File: src/rtl/arith_pkg.sv
// arith_pkg: shared widths, iteration count and multiplier state type for the arithmetic datapath.
package arith_pkg;
    localparam int WORD_W   = 32;
    localparam int PROD_W   = 64;
    localparam int MUL_ITER = 32;
    localparam int CNT_W    = 6;
    typedef enum logic [1:0] {IDLE, RUN, DONE} mul_state_t;
endpackage

File: src/rtl/add.sv
// add: 32-bit adder shared by the arithmetic datapath.
module add
    import arith_pkg::*;
(
    input  logic [WORD_W-1:0] a,
    input  logic [WORD_W-1:0] b,
    output logic [WORD_W-1:0] sum
);
    assign sum = a + b;
endmodule

File: src/rtl/mul_seq.sv
// mul_seq: sequential 32x32 unsigned shift-add multiplier with start/busy/done handshake.
module mul_seq
    import arith_pkg::*;
#(
    parameter bit ZERO_SKIP = 1'b1
) (
    input  logic              clk,
    input  logic              rst_n,
    input  logic              start,
    input  logic [WORD_W-1:0] a,
    input  logic [WORD_W-1:0] b,
    output logic              busy,
    output logic              done,
    output logic [PROD_W-1:0] product
);
    mul_state_t        state_q, state_d;
    logic [WORD_W-1:0] mcand_q, mcand_d, hi_q, hi_d, lo_q, lo_d, sum;
    logic [CNT_W-1:0]  count_q, count_d;
    logic              carry, accept, zero;
    add u_add (.a(hi_q), .b(mcand_q), .sum(sum));
    // the adder has no carry-out, so recover it from wraparound
    assign carry   = sum < hi_q;
    assign accept  = start && state_q != RUN;
    assign zero    = ZERO_SKIP && (a == '0 || b == '0);
    assign busy    = state_q == RUN;
    assign done    = state_q == DONE;
    assign product = {hi_q, lo_q};
    always_comb begin
        state_d = state_q;
        mcand_d = mcand_q;
        hi_d    = hi_q;
        lo_d    = lo_q;
        count_d = count_q;
        if (state_q == RUN) begin
            {hi_d, lo_d} = lo_q[0] ? {carry, sum, lo_q[WORD_W-1:1]} : {1'b0, hi_q, lo_q[WORD_W-1:1]};
            count_d      = count_q + 1'b1;
            state_d      = count_q == CNT_W'(MUL_ITER - 1) ? DONE : RUN;
        end else if (accept) begin
            mcand_d = a;
            hi_d    = '0;
            lo_d    = zero ? '0 : b;
            count_d = '0;
            state_d = zero ? DONE : RUN;
        end else begin
            state_d = IDLE;
        end
    end
    always_ff @(posedge clk) begin
        if (!rst_n) begin
            state_q <= IDLE;
            mcand_q <= '0;
            hi_q    <= '0;
            lo_q    <= '0;
            count_q <= '0;
        end else begin
            state_q <= state_d;
            mcand_q <= mcand_d;
            hi_q    <= hi_d;
            lo_q    <= lo_d;
            count_q <= count_d;
        end
    end
endmodule

File: config.mk
export PLATFORM = sky130hd
export DESIGN_NAME = mul_seq
export DESIGN_NICKNAME = d
export VERILOG_FILES = /design/src/rtl/arith_pkg.sv /design/src/rtl/add.sv /design/src/rtl/mul_seq.sv
export SDC_FILE = /design/constraint.sdc
export NUM_CORES = 1
export LEC_CHECK = 0
export ABC_AREA = 1
export BUFFER_PORTS_ARGS = -buffer_cell sky130_fd_sc_hd__buf_2
export CAP_MARGIN = 5
export CORE_ASPECT_RATIO = 0.8
export CORE_MARGIN = 2
export CORE_UTILIZATION = 52
export CTS_CLUSTER_SIZE = 28
export DETAILED_ROUTE_END_ITERATION = 10
export PLACE_DENSITY_LB_ADDON = 0.25
export SYNTH_ARGS = -nofsm -noshare
export SYNTH_HDL_FRONTEND = slang
export SYNTH_SLANG_ARGS = --single-unit
File: constraint.sdc
create_clock -name clk -period 2.47 [get_ports clk]
set_input_delay 0.3705 -clock clk [delete_from_list [all_inputs] [get_ports clk]]
set_output_delay 0.3705 -clock clk [all_outputs]
set_load 0.02 [all_outputs]
==> results.txt, run 1 <==
The worst-case clock skew came out at around 13 ps. The worst-case IR drop observed on VDD is around 0.6 mV. The upper clock frequency limit came out at around 350 MHz. The core region is roughly 14000 um2. For this block, the initial DRC count from the detailed router was about 670. The residual overflow from global routing came out at 0. The number of nets in the layout is roughly 1.6k. The number of clock buffers added by TritonCTS is 9. The count of hold buffers inserted by post-cts repair came out at 0. The total of endpoints with negative setup slack in the final report is 1.

The first-pass GRT wire length came out at 39480 um. The arrival time reported for the critical path endpoint is 3080 ps. The cell count after synthesis is between 1k and 1.5k. The power density over cell area came out at between 400 and 500 nW/um2.

The I/O pin count is around 130. Counting flops with an async set or reset pin after synthesis yields a share of 0. The final worst slack came out at -356.5 ps. The critical path is of the reg2reg type. The post-detailed-placement cell area came out at 9530 um2. The final wirelength came out at approximately 25000 um.

During synthesis, Yosys emitted a total of 0 warnings. The total power after layout is between 4000 and 5000 uW. The period utilization came out at 1.144.

The number of optimization iterations in the first detailed-route pass is 5. The detail-routed via count per cell is about 5.2. The number of port buffers came out at ~130.

The actual transition at the worst max-transition pin is approximately 550 ps. The worst pin sits at a relative slew slack of 0.6295. Among all flip-flop cells after synthesis, the most frequent one is sky130_fd_sc_hd__dfxtp_1. The final reports fail on setup timing.

The final hold violation count is 0. The largest net degree at the start of global routing came out at 65. The worst path in the final design needs a cycle of around 2800 ps, including I/O delays and setup. The synthesized area per cell came out at 6.193 um2. The via count of the first global-routing pass is approximately 8k. The layout-stage area growth over the synthesis result came out at 28.74%. The clock latency reported for the late side of the worst-skew pair came out at 370 ps. The total count of max-transition violations in the final report is 0.

The data required time at the worst endpoint came out at between 2000 and 3000 ps. The worst setup path is launched from a flip-flop. The vertical die dimension is around 110 um. The clock tree from TritonCTS is yes.

In the final layout, the share of cells above drive strength 1 is 0.2475. The number of buffers added for setup after CTS came out at 0. After clock tree synthesis, the clock-pin slew on the worst setup and hold paths is roughly 90 ps. Setup repair after global routing could not meet its margin everywhere.

The count of inserted antenna diode cells is 0. The flow ran to the end, but the final reports show violations. The floorplan die area came out at between 15000 and 20000 um2. In this run the worst path has a maximum fanout of 4.

The initial utilization of the core area, before any placement, comes to 0.5369. For this run, the total global-route usage over all layers was measured as 0.3118. The synthesized netlist net count came out at between 1k and 1.5k. The placed wire-length estimate is between 15000 and 20000 um. The worst setup path is captured at a flip-flop. The synthesized netlist contains 43 unique library cells.

The die outline width is 140.3 um. In this run, synthesis produced a sequential element count of roughly 100. Of the synthesized area, sequential elements account for 0.2694. The cell sitting at the root of the clock tree is a sky130_fd_sc_hd__clkbuf_16. The leakage component of the power came out at roughly 0.0052 uW. The congestion estimate from routability-driven global placement came to between 1 and 1.5. The via count came out at a little under 9k. The count of flip-flops with a built-in enable after synthesis is 0. The total of max-cap violations is 0. The min-delay analysis places its worst path in the category in2reg. The total number of clock tree sinks came out at 104.

The number of placement rows came out at 39. The maximum root-to-sink buffer count is 2. In this run the number of H-tree levels came out at 3. The antenna violation net count after detailed routing is 0. The number of design rule violations left after detail routing came out at 0. The number of antenna violations at the first check in global routing is 0. The final cell area excluding filler cells came out at between 9000 and 10000 um2. The average detailed-routed wire length per instance came out at 14.72 um. The post-synthesis instance area is around 7700 um2.
-- power breakdown --
part           total [uW]  internal [uW]  switching, uW
registers            1850           1780           74.2
logic                1300            523            772
clock network        1530            749            776
total                4670           3050           1620
-- critical path, cell delays in order, from the launching register on --
cell                      delay, ps
sky130_fd_sc_hd__dfxtp_1        340
sky130_fd_sc_hd__ha_1           350
sky130_fd_sc_hd__nand2_1        120
sky130_fd_sc_hd__buf_4          140
sky130_fd_sc_hd__nor2_1         190
sky130_fd_sc_hd__nand2_1        130
sky130_fd_sc_hd__nor2_1         150
sky130_fd_sc_hd__nand2_2         90
sky130_fd_sc_hd__nand3_1        110
sky130_fd_sc_hd__nand2_1         80
sky130_fd_sc_hd__ha_1           290
sky130_fd_sc_hd__nand2_1         80
sky130_fd_sc_hd__nor2_2         130
sky130_fd_sc_hd__nand2_2        110
sky130_fd_sc_hd__nor4_2         150
sky130_fd_sc_hd__nand2_1        120
sky130_fd_sc_hd__nand2_1         80
sky130_fd_sc_hd__a21oi_1         50
-- per-stage QoR --
step	cells	TNS, ps	hold slack [ps]	util	setup slack (ps)
finish	1675	-356.5	251.6	0.6912	-356.5
global route	1675	-591.2	267.9	0.6912	-591.2
CTS	1675	-317.3	252.5	0.6883	-317.3
floorplan	1248	-125.0	436.5	-	-125.0
global placement	1659	-355.7	448.9	0.6621	-355.7
detailed placement	1659	-357.4	473.4	0.6621	-357.4
-- cells in the final DEF (no fill, tap or decap), types with 32 or more instances in the layout --
cell,instances
sky130_fd_sc_hd__nand2_1,315
sky130_fd_sc_hd__inv_1,184
sky130_fd_sc_hd__nor2_1,174
sky130_fd_sc_hd__buf_4,137
sky130_fd_sc_hd__buf_2,132
sky130_fd_sc_hd__dfxtp_1,96
sky130_fd_sc_hd__a21oi_1,94
sky130_fd_sc_hd__ha_1,57
sky130_fd_sc_hd__o21ai_0,52
sky130_fd_sc_hd__nand3_1,41
sky130_fd_sc_hd__a31oi_1,32
-- layout make-up --
class / count / area [um2]
sequential: 104 / 2095
fill: 1273 / 4446
multi-input combinational: 905 / 4857
inverter: 195 / 732.0
clock buffer: 10 / 239.0
clock inverter: 6 / 67.56
tap: 184 / 230.2
timing repair buffer: 271 / 1729
-- synth_stat cells, types with 3 or more instances --
master	count	area (um2)
sky130_fd_sc_hd__nor2_2	3	18.77
sky130_fd_sc_hd__o22ai_1	31	193.9
sky130_fd_sc_hd__nand2_2	18	112.6
sky130_fd_sc_hd__a21oi_1	97	485.5
sky130_fd_sc_hd__dfxtp_1	104	2082
sky130_fd_sc_hd__buf_2	10	50.05
sky130_fd_sc_hd__o21ai_1	5	25.02
sky130_fd_sc_hd__nor2_1	178	668.1
sky130_fd_sc_hd__a31oi_1	32	200.2
sky130_fd_sc_hd__ha_1	64	800.8
sky130_fd_sc_hd__o21bai_1	3	22.52
sky130_fd_sc_hd__inv_1	186	698.2
sky130_fd_sc_hd__nor3_1	5	25.02
sky130_fd_sc_hd__xor2_1	9	78.83
sky130_fd_sc_hd__inv_2	9	33.78
sky130_fd_sc_hd__nand3_1	41	205.2
sky130_fd_sc_hd__o21ai_0	52	260.3
sky130_fd_sc_hd__a21oi_2	9	78.83
sky130_fd_sc_hd__clkbuf_1	24	90.09
sky130_fd_sc_hd__nand3_2	4	40.04
sky130_fd_sc_hd__nand4_1	9	56.30
sky130_fd_sc_hd__nand2_1	318	1194
sky130_fd_sc_hd__xor2_2	4	65.06
sky130_fd_sc_hd__buf_1	8	30.03
-- path summary, 6_finish.rpt --
kind                                   from          to  slack (ps)  cells past startpoint
worst max register to register  mcand_q[25]    hi_q[31]        -360                     17
worst min-delay path                   b[9]     lo_q[9]         250                      3
worst max-delay path            mcand_q[25]    hi_q[31]        -360                     17
worst min register to register   count_q[1]  count_q[1]         490                      2
-- flip-flops by register name, summed over array words and instances (netlist names) --
signal,cells
count_q,6
hi_q,32
lo_q,32
mcand_q,32
state_q,2
-- cells by family (layout without fill, tap and decap cells) --
logic type | Yosys count | in the layout | share of synthesized area
flip-flops | 104 | 104 | 0.2694
AO/OA/AOI/OAI | 239 | 239 | 0.1744
buffers and inverters | 239 | 482 | 0.1183
AND/OR/NAND/NOR | 586 | 586 | 0.3108
adder cells (fa/ha/maj) | 65 | 65 | 0.1062
XOR/XNOR | 15 | 15 | 0.02088
-- what timing repair did --
action | CTS | global route
resized for setup | 14 | 8
pin swaps | 1 | 0
endpoints found under the setup margin | 1 | 1
-- layer usage --
layer / share of wire / global-route usage / up-vias / wire [um]
met5: 0 / 0 / - / 0
met1: 0.47 / 0.4336 / 3900 / 11550
met4: 0.020 / 0.08822 / 0 / 498
met2: 0.42 / 0.4820 / 367 / 10360
li1: - / - / 4470 / -
met3: 0.091 / 0.07871 / 38 / 2255
No activity file was read; power rests on OpenSTA's default activity.
==> run 2, diff against run 1 <==
==> constraint.sdc (replaced) <==
create_clock -name clk -period 2.4 [get_ports clk]
set_input_delay 0.36 -clock clk [delete_from_list [all_inputs] [get_ports clk]]
set_output_delay 0.36 -clock clk [all_outputs]
set_load 0.02 [all_outputs]
==> run 2 against run 1 <==
Against the previous run:
- the flow still finishes with violations (setup timing)
- setup slack better by 17 ps
- core utilization up 1.5 points
- non-clock buffer count down 6
- sequential share of layout area down 0.36 points
- global-route usage up 0.42 points
- cell count down 0.36%
==> results.txt, run 2 (synthesized netlist as in run 1, its figures left out) <==
The startpoint of the tightest hold check path was b[19] (was b[9]). The most used cell along the critical path is sky130_fd_sc_hd__nand2_1 (unchanged). The global-route usage over all layers was 0.3160 (was 0.3118).

The most common cell after layout, fill and taps aside is sky130_fd_sc_hd__nand2_1 (unchanged). Violated checks: setup timing (unchanged). The count of hold buffers inserted by post-cts repair came out at 0 (unchanged). The total count of max-transition violations in the final report came out at 0 (unchanged).

The detail-routed via count per cell is 5.282 (was 5.239). The clock latency reported for the late side of the worst-skew pair is 370 ps (about the same). The minimum clock period after layout was 2740 ps (was 2827 ps).

Outcome: complete, but fails checks (unchanged). The total of endpoints with negative setup slack in the final report was 1 (unchanged). The number of nets in the layout came out at 1612 (was 1618). The residual overflow from global routing is 0 (unchanged).

The layout-stage area growth over the synthesis result came out at 31.62% (was 28.74%). The final wirelength is 24970 um (was 24660 um). The maximum root-to-sink buffer count came out at 2 (unchanged).

The data required time at the worst endpoint was 2700 ps (was 2730 ps). The type of element launching the critical path is a flip-flop (unchanged). The number of optimization iterations in the first detailed-route pass came out at 5 (unchanged). The leakage component of the power came to 0.005122 uW (was 0.005162 uW). The number of cells on the worst reg-to-reg path came out at 19 (was 17). The clock tree from TritonCTS is yes (unchanged). The core area came out at 14400 um2 (unchanged). The die outline width is 140.3 um (unchanged). The floorplan die area was 15860 um2 (unchanged). The destination of the worst hold path is lo_q[19] (was lo_q[9]). The cell with the biggest individual delay on the critical path is sky130_fd_sc_hd__dfxtp_2 (was sky130_fd_sc_hd__ha_1). The average detailed-routed wire length per instance is 14.96 um (was 14.72 um). The class of the worst hold path is in2reg (unchanged). The number of placement rows came out at 39 (unchanged). The register-to-register setup slack came out at -340 ps (was -360 ps). The minimum hold slack is 251.6 ps (about the same). The launch point of the worst reg-to-reg path is hi_q[1] (was mcand_q[25]). The actual transition at the worst max-transition pin came out at 747.7 ps (was 555.0 ps).

The power density over cell area is 484.1 nW/um2 (was 469.6 nW/um2). The number of design rule violations left after detail routing was 0 (unchanged). The arrival time reported for the critical path endpoint is 3040 ps (was 3080 ps). The combined buffer and inverter count along the critical path came out at 2 (was 1). The number of antenna violations at the first check in global routing was 0 (unchanged). The family with the most delay on the worst path is simple AND/OR/NAND/NOR gates (unchanged). The final cell area excluding filler cells is 10170 um2 (was 9950 um2). The kind of critical path was reg2reg (unchanged). The end of the worst register-to-register path is hi_q[31] (unchanged). The via count of the first global-routing pass is 8289 (was 8101). Cell Chain, Critical Path: ha_1 -> buf_4 -> nand2_1 -> nand2_1 -> nand3_1 -> nand2_1 -> nand2_1 -> nand2_2 -> xor2_2 -> ha_1 -> nand2_1 -> inv_1 -> o21ai_0 -> nand2_1 -> a21oi_2 -> nand2_2 -> nand2_1 -> nand2_1 -> a21oi_2 (was ha_1 -> nand2_1 -> buf_4 -> nor2_1 -> nand2_1 -> nor2_1 -> nand2_2 -> nand3_1 -> nand2_1 -> ha_1 -> nand2_1 -> nor2_2 -> nand2_2 -> nor4_2 -> nand2_1 -> nand2_1 -> a21oi_1). The number of levels in the clock H-tree is 3 (unchanged).

The antenna violation net count after detailed routing is 0 (unchanged). The source of the critical timing path was hi_q[1] (was mcand_q[25]). The largest net degree at the start of global routing is 68 (was 65).

The layout cell share with drive strength beyond 1 is 0.2788 (was 0.2475). The worst-case clock skew is 9.795 ps (was 12.73 ps). The count of inserted antenna diode cells was 0 (unchanged). The final hold violation count is 0 (unchanged). The number of DRC markers in iteration 0 is 582 (was 669).

The worst slew margin relative to its limit came out at 0.5008 (was 0.6295). The TritonCTS buffer count is 9 (unchanged). The placer's final routability congestion estimate came to 0.9727 (was 1.012).

The upper clock frequency limit came out at 365.0 MHz (was 353.8 MHz). Biggest regs: hi_q x32, lo_q x32, mcand_q x32 (unchanged). The root cell of the clock tree is sky130_fd_sc_hd__clkbuf_16 (unchanged).

The via count is 8815 (was 8775). The total number of clock tree sinks came to 104 (unchanged). The starting density of the core is 0.5369 (unchanged). The critical-path maximum fanout is 4 (unchanged). The clock slew seen by the registers of the worst setup and hold paths is 80 ps (was 90 ps). The final worst slack is -339.7 ps (was -356.5 ps). The number of cells traversed by the worst hold path is 3 (unchanged). The endpoint kind of the worst setup timing path is a flip-flop (unchanged).

RSZ-0062 raised after global routing: true (unchanged). The total of max-cap violations was 0 (unchanged). The first-pass GRT wire length is 40310 um (was 39480 um). The vertical die dimension came to 113.0 um (unchanged). The largest stage delay on the critical path is 350 ps (about the same).

The period utilization came out at 1.142 (was 1.144). The I/O pin count came out at 133 (unchanged). The number of port buffers is 132 (unchanged). The placed wire-length estimate came to 18820 um (was 18980 um). The post-detailed-placement cell area came out at 9465 um2 (was 9530 um2). The worst ir drop on vdd came to 0.4307 mV (was 0.5994 mV).

Commonest cells after routing, fill and taps aside: 300 x sky130_fd_sc_hd__nand2_1, 184 x sky130_fd_sc_hd__inv_1, 168 x sky130_fd_sc_hd__nor2_1 (was 315 x sky130_fd_sc_hd__nand2_1, 184 x sky130_fd_sc_hd__inv_1, 174 x sky130_fd_sc_hd__nor2_1).
## run 2: changes by cell type in the layout (fill, tap and decap cells not counted), moves of 6 or more
| cell | delta |
|---|---|
| sky130_fd_sc_hd__nand2_1 | -15 |
| sky130_fd_sc_hd__ha_4 | +11 |
| sky130_fd_sc_hd__a21oi_2 | +9 |
| sky130_fd_sc_hd__ha_1 | -11 |
| sky130_fd_sc_hd__nand2_2 | +15 |
| sky130_fd_sc_hd__dfxtp_1 | -6 |
| sky130_fd_sc_hd__a21oi_1 | -9 |
| sky130_fd_sc_hd__nor2_1 | -6 |
## run 2: routing by layer
metal	wire length, um	GRT usage	vias up
li1	-	-	4453
met1	11630	0.4445	3979
met2	10880	0.5029	346
met3	2016	0.05925	37
met4	449	0.07879	0
met5	0	0	-
## run 2: worst max-delay path by stage
stage / endpoint / slack (ps) / depth (start not counted)
3_5_place_dp: hi_q[31] / -410 / 20
2_1_floorplan: hi_q[31] / -200 / 19
3_3_place_gp: hi_q[31] / -350 / 20
5_1_grt: hi_q[31] / -520 / 19
6_report: hi_q[31] / -340 / 19
4_1_cts: hi_q[31] / -280 / 16
## run 2: per-stage QoR
stage                 util  cells  total power [uW]  setup slack (ps)  TNS, ps
finish              0.7066   1669              4924            -339.7   -339.7
global route        0.7066   1669              5171            -524.5   -524.5
CTS                 0.6947   1668              4875            -284.3   -284.3
detailed placement  0.6575   1652              3223            -407.9   -407.9
global placement    0.6575   1652              3194            -350.5   -350.5
floorplan                -   1248              2714            -195.0   -195.0
## run 2: cell type report
type                            count  area [um2]
Multi-Input combinational cell    905        5114
Clock inverter                      7       95.09
Sequential cell                   104        2105
Inverter                          195       732.0
Timing Repair Buffer              265        1672
Fill cell                        1242        4223
Clock buffer                        9       225.2
Tap cell                          184       230.2
## run 2: worst min-delay path, delay by kind of cell
| family | cells | cell delay (ps) |
|---|---|---|
| buffers and inverters | 1 | 90 |
| AO/OA/AOI/OAI | 1 | 70 |
| AND/OR/NAND/NOR | 1 | 70 |
## run 2: where the power goes
group | switching [uW] | total, uW | internal [uW]
logic | 827 | 1400 | 572
clock network | 766 | 1610 | 842
registers | 87.0 | 1920 | 1830
total | 1680 | 4920 | 3240
## run 2: timing repair
item | 4_1_cts | 5_1_grt
hold endpoints to repair | 0 | 0
endpoints found under the setup margin | 1 | 1
resized for setup | 41 | 38
setup buffers | 0 | 1
pin swaps | 6 | 8
